$ cat config.mk
export PLATFORM = sky130hd
export DESIGN_NAME = stage3_fc_seq_ctrl
export DESIGN_NICKNAME = d
export VERILOG_FILES = /design/src/rtl/stage3_fc_seq_ctrl.sv
export SDC_FILE = /design/constraint.sdc
export NUM_CORES = 1
export LEC_CHECK = 0
export BUFFER_PORTS_ARGS = -buffer_cell sky130_fd_sc_hd__buf_4
export CORE_ASPECT_RATIO = 0.75
export CORE_UTILIZATION = 30
export CTS_CLUSTER_SIZE = 25
export DETAILED_ROUTE_END_ITERATION = 8
export PLACE_DENSITY = 0.58
export SLEW_MARGIN = 15
export SYNTH_ARGS = -nofsm -noshare
export SYNTH_HDL_FRONTEND = slang
export SYNTH_SLANG_ARGS = --single-unit
$ cat constraint.sdc
create_clock -name clk -period 3.2 [get_ports clk]
set_input_delay 0.64 -clock clk [delete_from_list [all_inputs] [get_ports clk]]
set_output_delay 0.64 -clock clk [all_outputs]
set_load 0.03 [all_outputs]
$ cat src/rtl/stage3_fc_seq_ctrl.sv
// stage3_fc_seq_ctrl: stage-3 FC sequencer; streams pooled features into the MAC array,
// fires the bias/output core, then reduces its serialized scores to an argmax class.
module stage3_fc_seq_ctrl #(
    parameter int N_IN    = 48,
    parameter int N_OUT   = 3,
    parameter int VAL_BW  = 24,
    parameter int MAC_LAT = 2,
    parameter int TIMEOUT = 64
) (
    input  logic                       clk,
    input  logic                       reset,
    input  logic                       i_start,
    output logic                       o_busy,
    output logic                       o_mac_clr,
    output logic                       o_feat_rd_en,
    output logic [$clog2(N_IN)-1:0]    o_feat_addr,
    output logic                       o_mac_en,
    output logic                       o_core_valid,
    input  logic                       i_core_valid,
    input  logic [VAL_BW-1:0]          i_core_value,
    input  logic [$clog2(N_OUT)-1:0]   i_core_index,
    output logic                       o_done,
    output logic [$clog2(N_OUT)-1:0]   o_class,
    output logic [VAL_BW-1:0]          o_score,
    output logic                       o_err
);
    localparam int AW = $clog2(N_IN);
    localparam int KW = $clog2(N_OUT);
    localparam int CW = $clog2(TIMEOUT + 1);

    typedef enum logic [2:0] {IDLE, CLR, FETCH, DRAIN, FIRE, COLLECT, DONE} state_t;

    state_t            state_q, state_d;
    logic [AW-1:0]     addr_q, addr_d;
    logic [CW-1:0]     cnt_q, cnt_d;
    logic [KW-1:0]     k_q, k_d, cls_q, cls_d;
    logic [VAL_BW-1:0] best_q, best_d;
    logic              err_d;
    logic              take;

    assign take = state_q == COLLECT && i_core_valid;

    // cnt_q is shared: DRAIN length in DRAIN, consecutive idle cycles in COLLECT
    always_comb begin
        state_d = state_q;
        addr_d  = addr_q;
        cnt_d   = cnt_q;
        k_d     = k_q;
        cls_d   = cls_q;
        best_d  = best_q;
        err_d   = o_err;
        case (state_q)
            IDLE: begin
                state_d = i_start ? CLR : IDLE;
                err_d   = i_start ? 1'b0 : o_err;
            end
            CLR: begin
                state_d = FETCH;
                addr_d  = '0;
                cnt_d   = '0;
                k_d     = '0;
                cls_d   = '0;
                best_d  = '0;
            end
            FETCH: begin
                addr_d  = addr_q + 1'b1;
                state_d = addr_q == AW'(N_IN - 1) ? DRAIN : FETCH;
            end
            DRAIN: begin
                cnt_d   = cnt_q == CW'(MAC_LAT) ? '0 : cnt_q + 1'b1;
                state_d = cnt_q == CW'(MAC_LAT) ? FIRE : DRAIN;
            end
            FIRE: state_d = COLLECT;
            COLLECT: begin
                if (take) begin
                    k_d   = k_q + 1'b1;
                    cnt_d = '0;
                    if (k_q == '0 || $signed(i_core_value) > $signed(best_q)) begin
                        best_d = i_core_value;
                        cls_d  = k_q;
                    end
                    err_d   = o_err | (i_core_index != k_q);
                    state_d = k_q == KW'(N_OUT - 1) ? DONE : COLLECT;
                end else begin
                    cnt_d   = cnt_q + 1'b1;
                    err_d   = o_err | (cnt_q == CW'(TIMEOUT - 1));
                    state_d = cnt_q == CW'(TIMEOUT - 1) ? DONE : COLLECT;
                end
            end
            DONE: state_d = IDLE;
            default: state_d = IDLE;
        endcase
    end

    // outputs are registered from the next state so they line up with state_q
    always_ff @(posedge clk) begin
        if (reset) begin
            state_q      <= IDLE;
            addr_q       <= '0;
            cnt_q        <= '0;
            k_q          <= '0;
            cls_q        <= '0;
            best_q       <= '0;
            o_busy       <= 1'b0;
            o_mac_clr    <= 1'b0;
            o_feat_rd_en <= 1'b0;
            o_feat_addr  <= '0;
            o_mac_en     <= 1'b0;
            o_core_valid <= 1'b0;
            o_done       <= 1'b0;
            o_class      <= '0;
            o_score      <= '0;
            o_err        <= 1'b0;
        end else begin
            state_q      <= state_d;
            addr_q       <= addr_d;
            cnt_q        <= cnt_d;
            k_q          <= k_d;
            cls_q        <= cls_d;
            best_q       <= best_d;
            o_busy       <= state_d != IDLE;
            o_mac_clr    <= state_d == CLR;
            o_feat_rd_en <= state_d == FETCH;
            o_feat_addr  <= state_d == FETCH ? addr_d : '0;
            o_mac_en     <= o_feat_rd_en;
            o_core_valid <= state_d == FIRE;
            o_done       <= state_d == DONE;
            o_class      <= state_d == DONE ? cls_d : o_class;
            o_score      <= state_d == DONE ? best_d : o_score;
            o_err        <= err_d;
        end
    end
endmodule

==> results.md <==
- Status: completed
- Synth-to-layout area growth: 24.6%
- # hold bufs at CTS: 0
- Seq pwr share: 47.1%
- Max Used Layer: met4
- Layout Nets: between 600 and 700
- CP max stage delay: 0.56 ns
- Ports: just under 70
- Final WL: 11700 um
- Place WS: -0.0651 ns
- Worst setup EP type: flop
- Clock skew after layout: roughly 0.007 ns
- Non-filler cells, final: between 700 and 800
- Arrival time of the worst setup path: between 3 and 4 ns
- Final period util: 92.8%
- Switching power total: 0.584 mW
- Root buffer cell: clkbuf_16
- Worst Slack Setup Final: 0.229 ns
- Post-synth top cells: dfxtp_1 (83), nand2_1 (49), inv_1 (34)
- Htree depth: 3
- Final hold vios: 0
- Num rows: 36
- F_max: 0.337 GHz
- Inst Count DP: 714
- Port Buffer Count: between 60 and 70
- Vias per std cell: 5.27
- EDFF count, synth: 0
- Max Slew Vio Count: 0
- CTS Sinks: just over 80
- Area after DPL: 4900 um^2
- Clk pwr share: 43.7%
- Layout cells sized above 1: a little over a fifth
- Unique cell type count in the Yosys netlist: 51
- Synth warn: 0
- # DRC: 0
- Unrepaired setup endpoints after global routing: false
- Setup bufs post-CTS: 0
- Area leader, netlist: dfxtp_1
- Fin area: 5180 um^2
- Synth Instances: 495
- Synth area leaders: dfxtp_1 (40%), ha_1 (8.7%), nand2_1 (4.4%)
- Worst slew pin tran: 0.882 ns
- Comb power frac: 9.2%
- Cts bufs inserted: 9
- Gr usage total: 16.9%
- Post-synth net total: 554
- 1st-iter DRT viols: 300
- Min Clock Period, post-route: 2.97 ns
- Clk_lat worst skew: 0.34 ns
- Gpl congestion: 0.786
- Clock Tree Buf Depth: 2
- Die width: around 140 um
- Sequential share of the synthesized area: 40.0%
- Diode count: 0
- Pre-antenna DRT Iters: 4
- Final setup viols: 0
- Final Total Pwr: about 2.2 mW
- Power Internal: between 1.5 and 2 mW
- Die Area: 14300 um^2
- Worst path cell trace: buf_4 > ha_1 > nand4_1 > nor4_1 > mux2i_1 > o21ai_2 > mux2_2 > nor2_2 > buf_12 > o22ai_1
- Rel. slew slack: 41.2%
- Max VDD drop: 0.314 mV
- Post-Syn Area: 4160 um^2
- Post-synthesis area per instance: 8.39 um^2
- DR vias: 3845
- Clk slew on worst S/H paths: 0.07 ns
- First-pass GRT wire length: 19000 um
- Static Leak: 1.96 nW
- Hold Path Class: reg2reg
- Post_cts resized: 0
- Share of the synthesized area in the top cell type: 40.0%
- Vias in the first global route: 3650
- Routed length on met2: roughly 4900 um
- Setup total negative slack: 0 ns
- Total core area: 13200 um^2
- WL per Instance: 16.0 um
- Metal3 WL: 659 um
- Pin count of the biggest net entering global routing: 43
- CTS tree: built
- Initial Utilization: 31.4%
- Initial antenna violation count: 0
- Most frequent cell after synthesis: dfxtp_1
- Max-capacitance violation count: 0
- Primary FF master, synth: dfxtp_1
- Dpl hpwl: a little under 8000 um
- Power per cell area: 431 nW/um^2
- Slowest CP cell: nor4_1
- Crit Path Class: in2reg
- Synthesized flop and latch total: 83
- Async SR Flop Fraction: 0%
- Die span in y: 104 um
- GR Overflow Total: 0
- Startpoint Class: input port
- Sw Share: 26.2%
- Required @ worst endpoint: 3.42 ns
- Worst-path fanout max: 22
- DRT met1 WL: between 6000 and 7000 um
- Post-DRT Antenna Nets: 0
registers in the layout, indices dropped and copies added, names as in the netlist:
register,flops
o_mac_clr,1
o_done,1
o_core_valid,1
cls_q,2
best_q,24
addr_q,6
o_err,1
o_feat_addr,6
o_busy,1
k_q,2
o_mac_en,1
cnt_q,7
o_feat_rd_en,1
o_class,2
o_score,24
state_q,3
cell usage in the layout (no fill, tap or decap), types with 4 or more instances in the layout:
cell type | netlist | routed
o21ai_0 | 12 | 12
nor4_1 | 13 | 13
o21ai_1 | 7 | 7
dfxtp_1 | 83 | 83
clkbuf_16 | 0 | 9
buf_4 | 0 | 79
and2_1 | 5 | 5
nand3_1 | 30 | 30
ha_1 | 29 | 29
nor2_1 | 24 | 23
and3_1 | 4 | 4
a21oi_1 | 26 | 26
o22ai_1 | 24 | 24
nor2b_2 | 4 | 4
o31ai_1 | 17 | 17
nand2_1 | 49 | 49
inv_1 | 34 | 34
nor3_1 | 21 | 21
a221o_1 | 9 | 9
a22oi_1 | 18 | 18
nand4_1 | 7 | 7
layer usage:
metal	track usage, %	up-vias
met2	24.5	101
met4	4.27	0
li1	-	1935
met1	24.8	1807
met5	0	-
met3	4.09	2
metrics by stage:
step	utilization [%]	hold WS (ns)
floorplan	-	0.449
global placement	37.0	0.449
detailed placement	37.0	0.459
CTS	39.1	0.470
global route	39.1	0.482
finish	39.1	0.467
kinds of logic (layout without fill, tap and decap cells):
family,Yosys count,after routing,share of synthesized area (%)
multiplexers,5,5,1.54
XOR/XNOR,2,2,0.422
AO/OA/AOI/OAI,131,131,21.2
flip-flops,83,83,40.0
adder cells (fa/ha/maj),29,29,8.73
AND/OR/NAND/NOR,175,175,21.4
buffers and inverters,70,134,6.65
area by class of cell:
type	instances	area [um^2]
multi-input combinational	342	2230
clock inverter	7	53.8
fill	1385	8070
tap	171	214
timing repair buffer	82	653
clock buffer	9	225
sequential	83	1660
inverter	36	135
critical path, delay by kind of cell:
family          cells  cell delay [ns]
simple gates        3             1.05
mux                 2             0.62
fa+ha+maj           1             0.33
buf+inv             2             0.32
compound gates      2             0.21
power by group through the flow:
stage / sequential, mW / combinational [mW] / clock [mW]
global placement: 1.07 / 0.203 / 0
floorplan: 1.08 / 0.118 / 0
detailed placement: 1.07 / 0.204 / 0
global route: 1.05 / 0.226 / 1.05
CTS: 1.05 / 0.206 / 1.01
finish: 1.05 / 0.204 / 0.977
final timing paths:
check / endpoint / from / cells past startpoint / slack [ns]
setup reg to reg: best_q[13] / best_q[23] / 10 / 0.25
hold / removal: o_mac_en / o_feat_rd_en / 1 / 0.47
setup / recovery: best_q[13] / i_core_value[23] / 10 / 0.23
hold reg to reg: o_mac_en / o_feat_rd_en / 1 / 0.47
Power figures use the tool's default switching activity.
